[src/rtl/idli_sx_m.sv]
// -----------------------------------------------------------------------------
// idli_sx_m -- bit-serial execution unit
//
// Accepts one ALU op (ADD/AND/OR/XOR, optional rhs inversion) with full-width
// operands. It computes the op SLICE_W bits per cycle, LSB first, and ripples
// the carry between slices. It returns the result word plus {Z,N,C,V}.
// Latency is NSL = DATA_W/SLICE_W cycles from accept to o_sx_vld.
//
// Optional feature macro: IDLI_SX_CARRY_CHAIN_EN
//   defined   : C of each consumed op is saved; i_sx_cin_sel=1 at accept uses
//               the saved carry instead of i_sx_cin (multiword ADD/SUB).
//   undefined : no saved carry; i_sx_cin_sel is ignored.
//
// Ports
//   i_sx_gck      clock
//   i_sx_rst_n    async active-low reset
//   i_sx_vld      op request valid
//   o_sx_rdy      op accepted when i_sx_vld & o_sx_rdy
//   i_sx_op       0 ADD, 1 AND, 2 OR, 3 XOR
//   i_sx_inv      invert rhs before op
//   i_sx_cin      carry-in for ADD
//   i_sx_cin_sel  use saved carry as carry-in (carry-chain build only)
//   i_sx_lhs      lhs operand
//   i_sx_rhs      rhs operand
//   i_sx_flush    drop in-flight op, block new requests
//   o_sx_vld      result valid, held until i_sx_rdy
//   i_sx_rdy      consumer ready
//   o_sx_res      result word
//   o_sx_flags    {Z,N,C,V}
// -----------------------------------------------------------------------------
module idli_sx_m #(
    parameter int DATA_W  = 16,
    parameter int SLICE_W = 4
) (
    input  logic              i_sx_gck,
    input  logic              i_sx_rst_n,
    input  logic              i_sx_vld,
    output logic              o_sx_rdy,
    input  logic [1:0]        i_sx_op,
    input  logic              i_sx_inv,
    input  logic              i_sx_cin,
    input  logic              i_sx_cin_sel,
    input  logic [DATA_W-1:0] i_sx_lhs,
    input  logic [DATA_W-1:0] i_sx_rhs,
    input  logic              i_sx_flush,
    output logic              o_sx_vld,
    input  logic              i_sx_rdy,
    output logic [DATA_W-1:0] o_sx_res,
    output logic [3:0]        o_sx_flags
);

    localparam int NSL   = DATA_W / SLICE_W;
    localparam int CTR_W = (NSL > 1) ? $clog2(NSL) : 1;

    if (SLICE_W < 1 || SLICE_W > DATA_W || (DATA_W % SLICE_W) != 0) begin : g_bad_cfg
        $error("idli_sx_m: SLICE_W must divide DATA_W and lie in 1..DATA_W");
    end

    typedef enum logic [1:0] {ST_IDLE, ST_RUN, ST_DONE} state_e;
    typedef enum logic [1:0] {OP_ADD, OP_AND, OP_OR, OP_XOR} op_e;

    state_e              state_q, state_d;
    op_e                 op_q;
    logic                inv_q;
    logic [DATA_W-1:0]   lhs_q, rhs_q, res_q;
    logic [CTR_W-1:0]    ctr_q;
    logic                carry_q;
    logic                z_q;
    logic [3:0]          flags_q;

    logic                accept, consume, cin_eff, last, is_add;
    logic [SLICE_W-1:0]  sl_a, sl_b, sl_res;
    logic [SLICE_W:0]    sl_sum;
    logic                sl_cout, sl_c_msb, z_next;
    logic [DATA_W+SLICE_W-1:0] res_cat;

    // Flush wins over everything: it blocks new requests and a pending consume.
    assign o_sx_rdy = !i_sx_flush &&
                      (state_q == ST_IDLE || (state_q == ST_DONE && i_sx_rdy));
    assign accept   = i_sx_vld && o_sx_rdy;
    assign consume  = (state_q == ST_DONE) && i_sx_rdy && !i_sx_flush;
    assign last     = (ctr_q == CTR_W'(NSL - 1));
    assign is_add   = (op_q == OP_ADD);

`ifdef IDLI_SX_CARRY_CHAIN_EN
    logic saved_c_q, saved_c_fwd;
    // The op being consumed on this edge has not landed in saved_c_q yet, so a
    // back-to-back accept reads its C directly.
    assign saved_c_fwd = consume ? flags_q[1] : saved_c_q;
    assign cin_eff     = i_sx_cin_sel ? saved_c_fwd : i_sx_cin;

    always_ff @(posedge i_sx_gck or negedge i_sx_rst_n) begin
        if (!i_sx_rst_n)  saved_c_q <= 1'b0;
        else if (consume) saved_c_q <= flags_q[1];
    end
`else
    logic unused_cin_sel;
    assign unused_cin_sel = i_sx_cin_sel;
    assign cin_eff        = i_sx_cin;
`endif

    // Current slice: the low SLICE_W bits of the operand shift registers.
    always_comb begin
        // NOTE: every always_comb output gets a default first so no path can infer a latch.
        sl_a     = lhs_q[SLICE_W-1:0];
        sl_b     = rhs_q[SLICE_W-1:0] ^ {SLICE_W{inv_q}};
        sl_sum   = {1'b0, sl_a} + {1'b0, sl_b} + {{SLICE_W{1'b0}}, carry_q};
        sl_cout  = sl_sum[SLICE_W];
        // Carry into the slice MSB recovered from the sum bit: a ^ b ^ s.
        sl_c_msb = sl_a[SLICE_W-1] ^ sl_b[SLICE_W-1] ^ sl_sum[SLICE_W-1];
        sl_res   = sl_sum[SLICE_W-1:0];
        unique case (op_q)
            OP_AND:  sl_res = sl_a & sl_b;
            OP_OR:   sl_res = sl_a | sl_b;
            OP_XOR:  sl_res = sl_a ^ sl_b;
            default: sl_res = sl_sum[SLICE_W-1:0];
        endcase
        z_next  = z_q && (sl_res == '0);
        // Shift the new slice in at the MSB end; after NSL slices the word is aligned.
        res_cat = {sl_res, res_q};
    end

    always_ff @(posedge i_sx_gck or negedge i_sx_rst_n) begin
        // NOTE: sequential state uses non-blocking assignments only, so all registers update together.
        if (!i_sx_rst_n) state_q <= ST_IDLE;
        else             state_q <= state_d;
    end

    always_comb begin
        state_d = state_q;
        unique case (state_q)
            ST_IDLE: if (accept) state_d = ST_RUN;
            ST_RUN: begin
                if (i_sx_flush) state_d = ST_IDLE;
                else if (last)  state_d = ST_DONE;
            end
            ST_DONE: begin
                if (i_sx_flush)    state_d = ST_IDLE;
                else if (i_sx_rdy) state_d = accept ? ST_RUN : ST_IDLE;
            end
            default: state_d = ST_IDLE;
        endcase
    end

    always_ff @(posedge i_sx_gck or negedge i_sx_rst_n) begin
        if (!i_sx_rst_n) begin
            // NOTE: operand shift registers are reset as well; they are a few flops, not an array,
            // and resetting them keeps X out of the serial datapath.
            op_q    <= OP_ADD;
            inv_q   <= 1'b0;
            lhs_q   <= '0;
            rhs_q   <= '0;
            res_q   <= '0;
            ctr_q   <= '0;
            carry_q <= 1'b0;
            z_q     <= 1'b0;
            flags_q <= '0;
        end else if (accept) begin
            op_q    <= op_e'(i_sx_op);
            inv_q   <= i_sx_inv;
            lhs_q   <= i_sx_lhs;
            rhs_q   <= i_sx_rhs;
            ctr_q   <= '0;
            carry_q <= cin_eff;
            z_q     <= 1'b1;
        end else if (state_q == ST_RUN && !i_sx_flush) begin
            lhs_q <= lhs_q >> SLICE_W;
            rhs_q <= rhs_q >> SLICE_W;
            res_q <= res_cat[DATA_W+SLICE_W-1:SLICE_W];
            ctr_q <= ctr_q + CTR_W'(1);
            z_q   <= z_next;
            // Logic ops leave the ripple carry alone.
            if (is_add) carry_q <= sl_cout;
            if (last) begin
                flags_q <= {z_next, sl_res[SLICE_W-1], is_add && sl_cout,
                            is_add && (sl_c_msb ^ sl_cout)};
            end
        end
    end

    assign o_sx_vld   = (state_q == ST_DONE);
    assign o_sx_res   = res_q;
    assign o_sx_flags = flags_q;

endmodule

[config.mk]
export PLATFORM = sky130hd
export DESIGN_NAME = idli_sx_m
export DESIGN_NICKNAME = d
export VERILOG_FILES = /design/src/rtl/idli_sx_m.sv
export SDC_FILE = /design/constraint.sdc
export NUM_CORES = 1
export LEC_CHECK = 0
export CAP_MARGIN = 25
export CORE_MARGIN = 1
export CORE_UTILIZATION = 60
export DETAILED_ROUTE_END_ITERATION = 10
export DONT_BUFFER_PORTS = 1
export PLACE_DENSITY = 0.85
export SLEW_MARGIN = 20
export SYNTH_ARGS = -nofsm -noshare
export SYNTH_HDL_FRONTEND = slang
export SYNTH_SLANG_ARGS = --single-unit
[constraint.sdc]
create_clock -name i_sx_gck -period 3.3 [get_ports i_sx_gck]
set_clock_uncertainty 0.1 [all_clocks]
set_input_delay 0.66 -clock i_sx_gck [delete_from_list [all_inputs] [get_ports i_sx_gck]]
set_output_delay 0.66 -clock i_sx_gck [all_outputs]
set_load 0.01 [all_outputs]
Word-level counts from Yosys, hierarchy flattened
Cells that the tools add are included.
{"block": "totals", "regBits": 61, "inputBits": 42, "output_inout_bits": 22, "word_cells": 67}
{"block": "op_classes", "addsub": 3, "eq_ne": 9, "muxes": 19, "bitwise": 8, "n_reduce_logical": 18}
{"operator": "$mux 16", "n": 4}
{"operator": "$mux 2", "n": 7}
{"operator": "$pmux 4 s3", "n": 1}
{"operator": "$eq 2x2->1 const B", "n": 4}
{"operator": "$xor 4x4->4", "n": 2}
{"operator": "$logic_and 1x1->1", "n": 7}
{"operator": "$mux 1", "n": 6}
{"operator": "$pmux 2 s3", "n": 1}
{"operator": "$reduce_and 3->1", "n": 2}
{"operator": "$add 4x4->5", "n": 1}
{"operator": "$add 5x1->5", "n": 1}
{"operator": "$and 4x4->4", "n": 1}
{"operator": "$eq 2x1->1 const B", "n": 2}
{"operator": "$logic_not 2->1", "n": 2}
{"operator": "$logic_not 4->1", "n": 1}
{"operator": "$or 4x4->4", "n": 1}
{"operator": "$reduce_and 2->1", "n": 2}
{"operator": "$reduce_bool 2->1", "n": 2}
{"operator": "$ne 3x2->1 const B", "n": 1}
{"operator": "$ne 3x3->1 const B", "n": 1}
{"operator": "$xor 1x1->1", "n": 3}
{"operator": "$add 2x1->2 const B", "n": 1}
{"operator": "$ne 2x2->1 const B", "n": 1}
{"operator": "$logic_not 1->1", "n": 1}
{"operator": "other kinds (2)", "n": 2}

Logic depth before layout (Yosys ltp)
{"block": "depth", "word_depth": 9, "ltp_mapped": 11, "mapped_depth_nobuf": 10}

Worst setup path before layout
Ideal clock, no wire load.
{"block": "synth_path", "path_kind": "register -> register", "start": "register inv_q", "end": "register flags_q[3] (netlist: o_sx_flags[3])", "setup_ps": 128, "arrival_time_ps": 2421, "required_time_ps": 3072, "path_slack_ps": 651, "stages_incl_launch_ff": 12, "n_path_buf": 1, "period_less_slack_ps": 2649, "path_cell_list": "dfrtp_1 -> clkbuf_1 -> xor2_1 -> inv_1 -> fa_1 -> inv_1 -> fa_1 -> inv_1 -> mux4_2 -> o2111ai_2 -> a211oi_2 -> mux2_1"}
{"block": "synth_between", "elab_chain_len": 6, "word_cells_on_any_way": 9, "cone_classes": "add/sub (2); mux (1); bitwise (4); reduce/logical (2)"}
{"element": "start, declared", "line": "64", "rtl": "logic inv_q;"}
{"element": "start signal, assigned", "line": "160", "rtl": "inv_q <= i_sx_inv;"}
{"element": "$xor 4x4->4 (*)", "line": "106", "rtl": "sl_b = rhs_q[SLICE_W-1:0] ^ {SLICE_W{inv_q}};"}
{"element": "$add 4x4->5", "line": "107", "rtl": "sl_sum = {1'b0, sl_a} + {1'b0, sl_b} + {{SLICE_W{1'b0}}, carry_q};"}
{"element": "$add 5x1->5", "line": "107"}
{"element": "$pmux 4 s3 (*)", "line": "112", "rtl": "unique case (op_q)"}
{"element": "$logic_not 4->1 (*)", "line": "118", "rtl": "z_next = z_q && (sl_res == '0);"}
{"element": "$logic_and 1x1->1 (*)", "line": "118"}
{"element": "end signal, assigned", "line": "175", "rtl": "flags_q <= {z_next, sl_res[SLICE_W-1], is_add && sl_cout,"}
{"element": "end, declared", "line": "69", "rtl": "logic [3:0] flags_q;"}
Every way passes the cells marked *; elsewhere a longest branch is shown, timed or not.
A chain may end at the register's enable or synchronous reset.

Worst setup path after layout
Same ends and word-level chain as after synthesis.

==> flow_metrics.py <==
metrics = {
    "routing": {
        "vias_per_cell": 5.61,
        "ant_nets": 0,
        "wire_per_inst_um": 15.3,
        "first_iter_violations": 166,
        "firstDrtPassIters": 5,
        "drc": 0,
        "vias": 2171,
        "wirelength_mm": 5.92,
    },
    "yosys": {
        "synth.top_cells.by_count": "nand2_1, dfrtp_1, a22oi_1, inv_1, o21ai_0",
        "netlist_instances": 319,
        "synth_edf_count": 0,
        "synth_area_leader_cell": "dfrtp_1",
        "synth_seq_area_share_pct": 51.4,
        "synth_top_area_share_pct": 51.4,
        "yosysMostFrequentCell": "nand2_1",
        "synth_area_leaders": "dfrtp_1, nand2_1, a22oi_1, ha_1, o21ai_0",
        "syn_area_mm2": 0.00297,
        "synthArstFlopShare_pct": 100,
        "synth_fp_nets": 372,
        "ys_ff_latch": 61,
        "synth_warnings": 0,
        "synthFlopType": "dfrtp_1",
        "syn_avg_cell_area_um2": 9.31,
        "synth_cell_types": 40,
    },
    "global_routing": {
        "grt_pass1_wl_mm": 9.73,
        "antenna_found_initial": 0,
        "grt_pass1_vias": 2196,
        "grt_max_degree": 62,
        "grtUsageTotal_pct": 25.0,
        "overflow": 0,
    },
    "pwr": {
        "power_density_mw_per_mm2": 787,
        "peakVddDrop_mv": 0.349,
        "p_leak_nw": 1.60,
    },
    "clocking": {
        "cts_tree": "yes",
        "numCtsBuffers": 9,
        "clockBufferDepth": 2,
        "clockRootBuffer": "clkbuf_8",
        "clkLatencyLatePin_ns": 0.34,
        "cts.clk_slew.worst_paths_ns": 0.07,
        "postCtsSetupBuffers": 0,
        "clock-sinks": 61,
        "cts_max_level": 3,
    },
    "layout": {
        "fillers": 362,
        "areaGrowthSynthToFinish_pct": 9.01,
        "instances_no_fill": 387,
        "layout.nets": 369,
        "fin_area_mm2": 0.00324,
        "fin_util_pct": 68.1,
        "final_layout_size_suffix_gt1_share_pct": 9.38,
        "n_antenna_cell": 0,
    },
    "placed_design": {
        "place_inst": 371,
        "portBuffers": 0,
        "hpwlAfterDp_mm": 4.01,
        "routabilityCongestion": 0.867,
        "place_area_mm2": 0.00300,
    },
    "worst_setup_path": {
        "critPathKind": "reg2reg",
        "worstPathRequired_ns": 3.47,
        "critical-path-max-stage-delay_ns": 0.45,
        "crit_path_cell_trace": "xor2_1 -> inv_1 -> fa_1 -> inv_1 -> fa_1 -> inv_1 -> mux4_2 -> o2111ai_2 -> a211oi_2 -> mux2_1",
        "crit_path_frequent_cell": "inv_1",
        "arrival_ns": 2.95,
        "critPathSlowestCell": "dfrtp_1",
        "cp_max_fo": 5,
        "end_kind": "flip-flop",
        "start_kind": "flip-flop",
    },
    "timing": {
        "fmax_mhz": 360,
        "final_hold_viol_count": 0,
        "rsz0062_at_grt": "no",
        "setup_viol": 0,
        "whs_ns": 0.0823,
        "tns_ns": 0,
        "fin_crit_ns": 2.78,
        "timing.final.crit_share_pct": 84.2,
        "tightestPinTransition_ns": 0.661,
        "final_max_slew_viol_count": 0,
        "slew_headroom_pct": 55.4,
    },
    "status": {
        "outcome": "finished, final reports clean",
    },
    "die": {
        "die_w_um": 72.4,
        "dieArea_mm2": 0.00524,
        "core-area_mm2": 0.00475,
        "die_y_um": 72.4,
        "pin_count": 64,
        "rows": 25,
        "initial_core_util_pct": 62.5,
    },
    "run": {
        "cap_viol_max_count": 0,
    },
    "hold_path": {
        "min_path_type": "in2async",
    },
}
## cell type report
type	count	area, um2	area share, %
clock inverter	4	72.6	2.24
multi-input combinational	219	1280	39.6
sequential	61	1530	47.1
inverter	20	75.1	2.32
clock buffer	11	141	4.37
tap	67	83.8	2.59
timing repair buffer	5	57.6	1.78
## cell usage in the layout (no fill, tap or decap), types with 2 or more instances in the layout
cell type | synthesis | routed
a21oi_1 | 6 | 6
inv_1 | 20 | 20
nand2_1 | 117 | 117
clkbuf_8 | 1 | 10
nand3b_1 | 2 | 2
ha_1 | 9 | 9
xor2_1 | 5 | 5
o21ai_0 | 17 | 17
a221o_1 | 2 | 2
a22oi_1 | 20 | 20
fa_1 | 2 | 2
a211oi_1 | 2 | 2
dfrtp_1 | 61 | 61
a31oi_1 | 4 | 4
buf_4 | 0 | 4
nand3_1 | 2 | 2
bufinv_16 | 0 | 2
nor2_1 | 8 | 8
nor3_1 | 2 | 2
## per-layer routing
metal	vias up	global-route usage, %	routed length, um
met1	1040	28.9	2290
met4	0	11.8	75
met2	76	42.4	3130
met3	8	7.78	419
li1	1047	-	-
met5	-	0	0
## state kept, by name, indices dropped and copies added, names as in the netlist
signal      cells
z_q             1
ctr_q           2
inv_q           1
o_sx_flags      4
state_q         2
o_sx_res       16
lhs_q          16
op_q            2
rhs_q          16
carry_q         1
## where the power goes
| group | internal [mW] | switching, mW | total [mW] |
|---|---|---|---|
| combinational | 0.274 | 0.371 | 0.646 |
| sequential | 0.959 | 0.221 | 1.18 |
| clock | 0.441 | 0.283 | 0.723 |
## repair_timing
item,CTS,global route
resized for setup,0,0
setup endpoints to repair,0,0
hold buffers,1,0
hold endpoints to repair,61,0
## metrics by stage
step	worst slack, ns	power (mW)
after floorplan	0.651	1.67
after CTS	0.521	2.56
after detailed placement	0.550	1.82
after global placement	0.608	1.76
final	0.521	2.55
after global routing	0.350	2.72
## critical path: cells and delay by family, from the launching register on
kind | cells | cell delay [ns]
AO/OA/AOI/OAI | 2 | 0.38
XOR/XNOR | 1 | 0.27
adder cells (fa/ha/maj) | 2 | 0.83
buffers and inverters | 3 | 0.27
flip-flops | 1 | 0.45
multiplexers | 2 | 0.42
## cells by family (layout without fill, tap and decap cells)
group                    Yosys count  in the layout  share of synthesized area, %
flip-flops                        61             61                          51.4
multiplexers                       4              4                          2.40
buffers and inverters             39             40                          5.73
adder cells (fa/ha/maj)           11             11                          5.14
AO/OA/AOI/OAI                     60             60                          14.8
AND/OR/NAND/NOR                  138            138                          18.7
XOR/XNOR                           6              6                          1.77
## final timing paths
kind	start	end	slack [ns]	cells after the start
worst max-delay path	inv_q$_DFFE_PN0P_	o_sx_flags[3]$_DFFE_PN0P_	0.52	10
worst min-delay path	i_sx_rst_n	o_sx_res[2]$_DFFE_PN0P_	0.08	1
worst max register to register	inv_q$_DFFE_PN0P_	o_sx_flags[3]$_DFFE_PN0P_	0.52	10
worst min register to register	lhs_q[9]$_DFFE_PN0P_	lhs_q[9]$_DFFE_PN0P_	0.38	2
max in group asynchronous	i_sx_rst_n	rhs_q[5]$_DFFE_PN0P_	2.75	1
min in group i_sx_gck	i_sx_flush	state_q[1]$_DFFE_PN0P_	0.28	1
(Power assumes the default switching activity.)
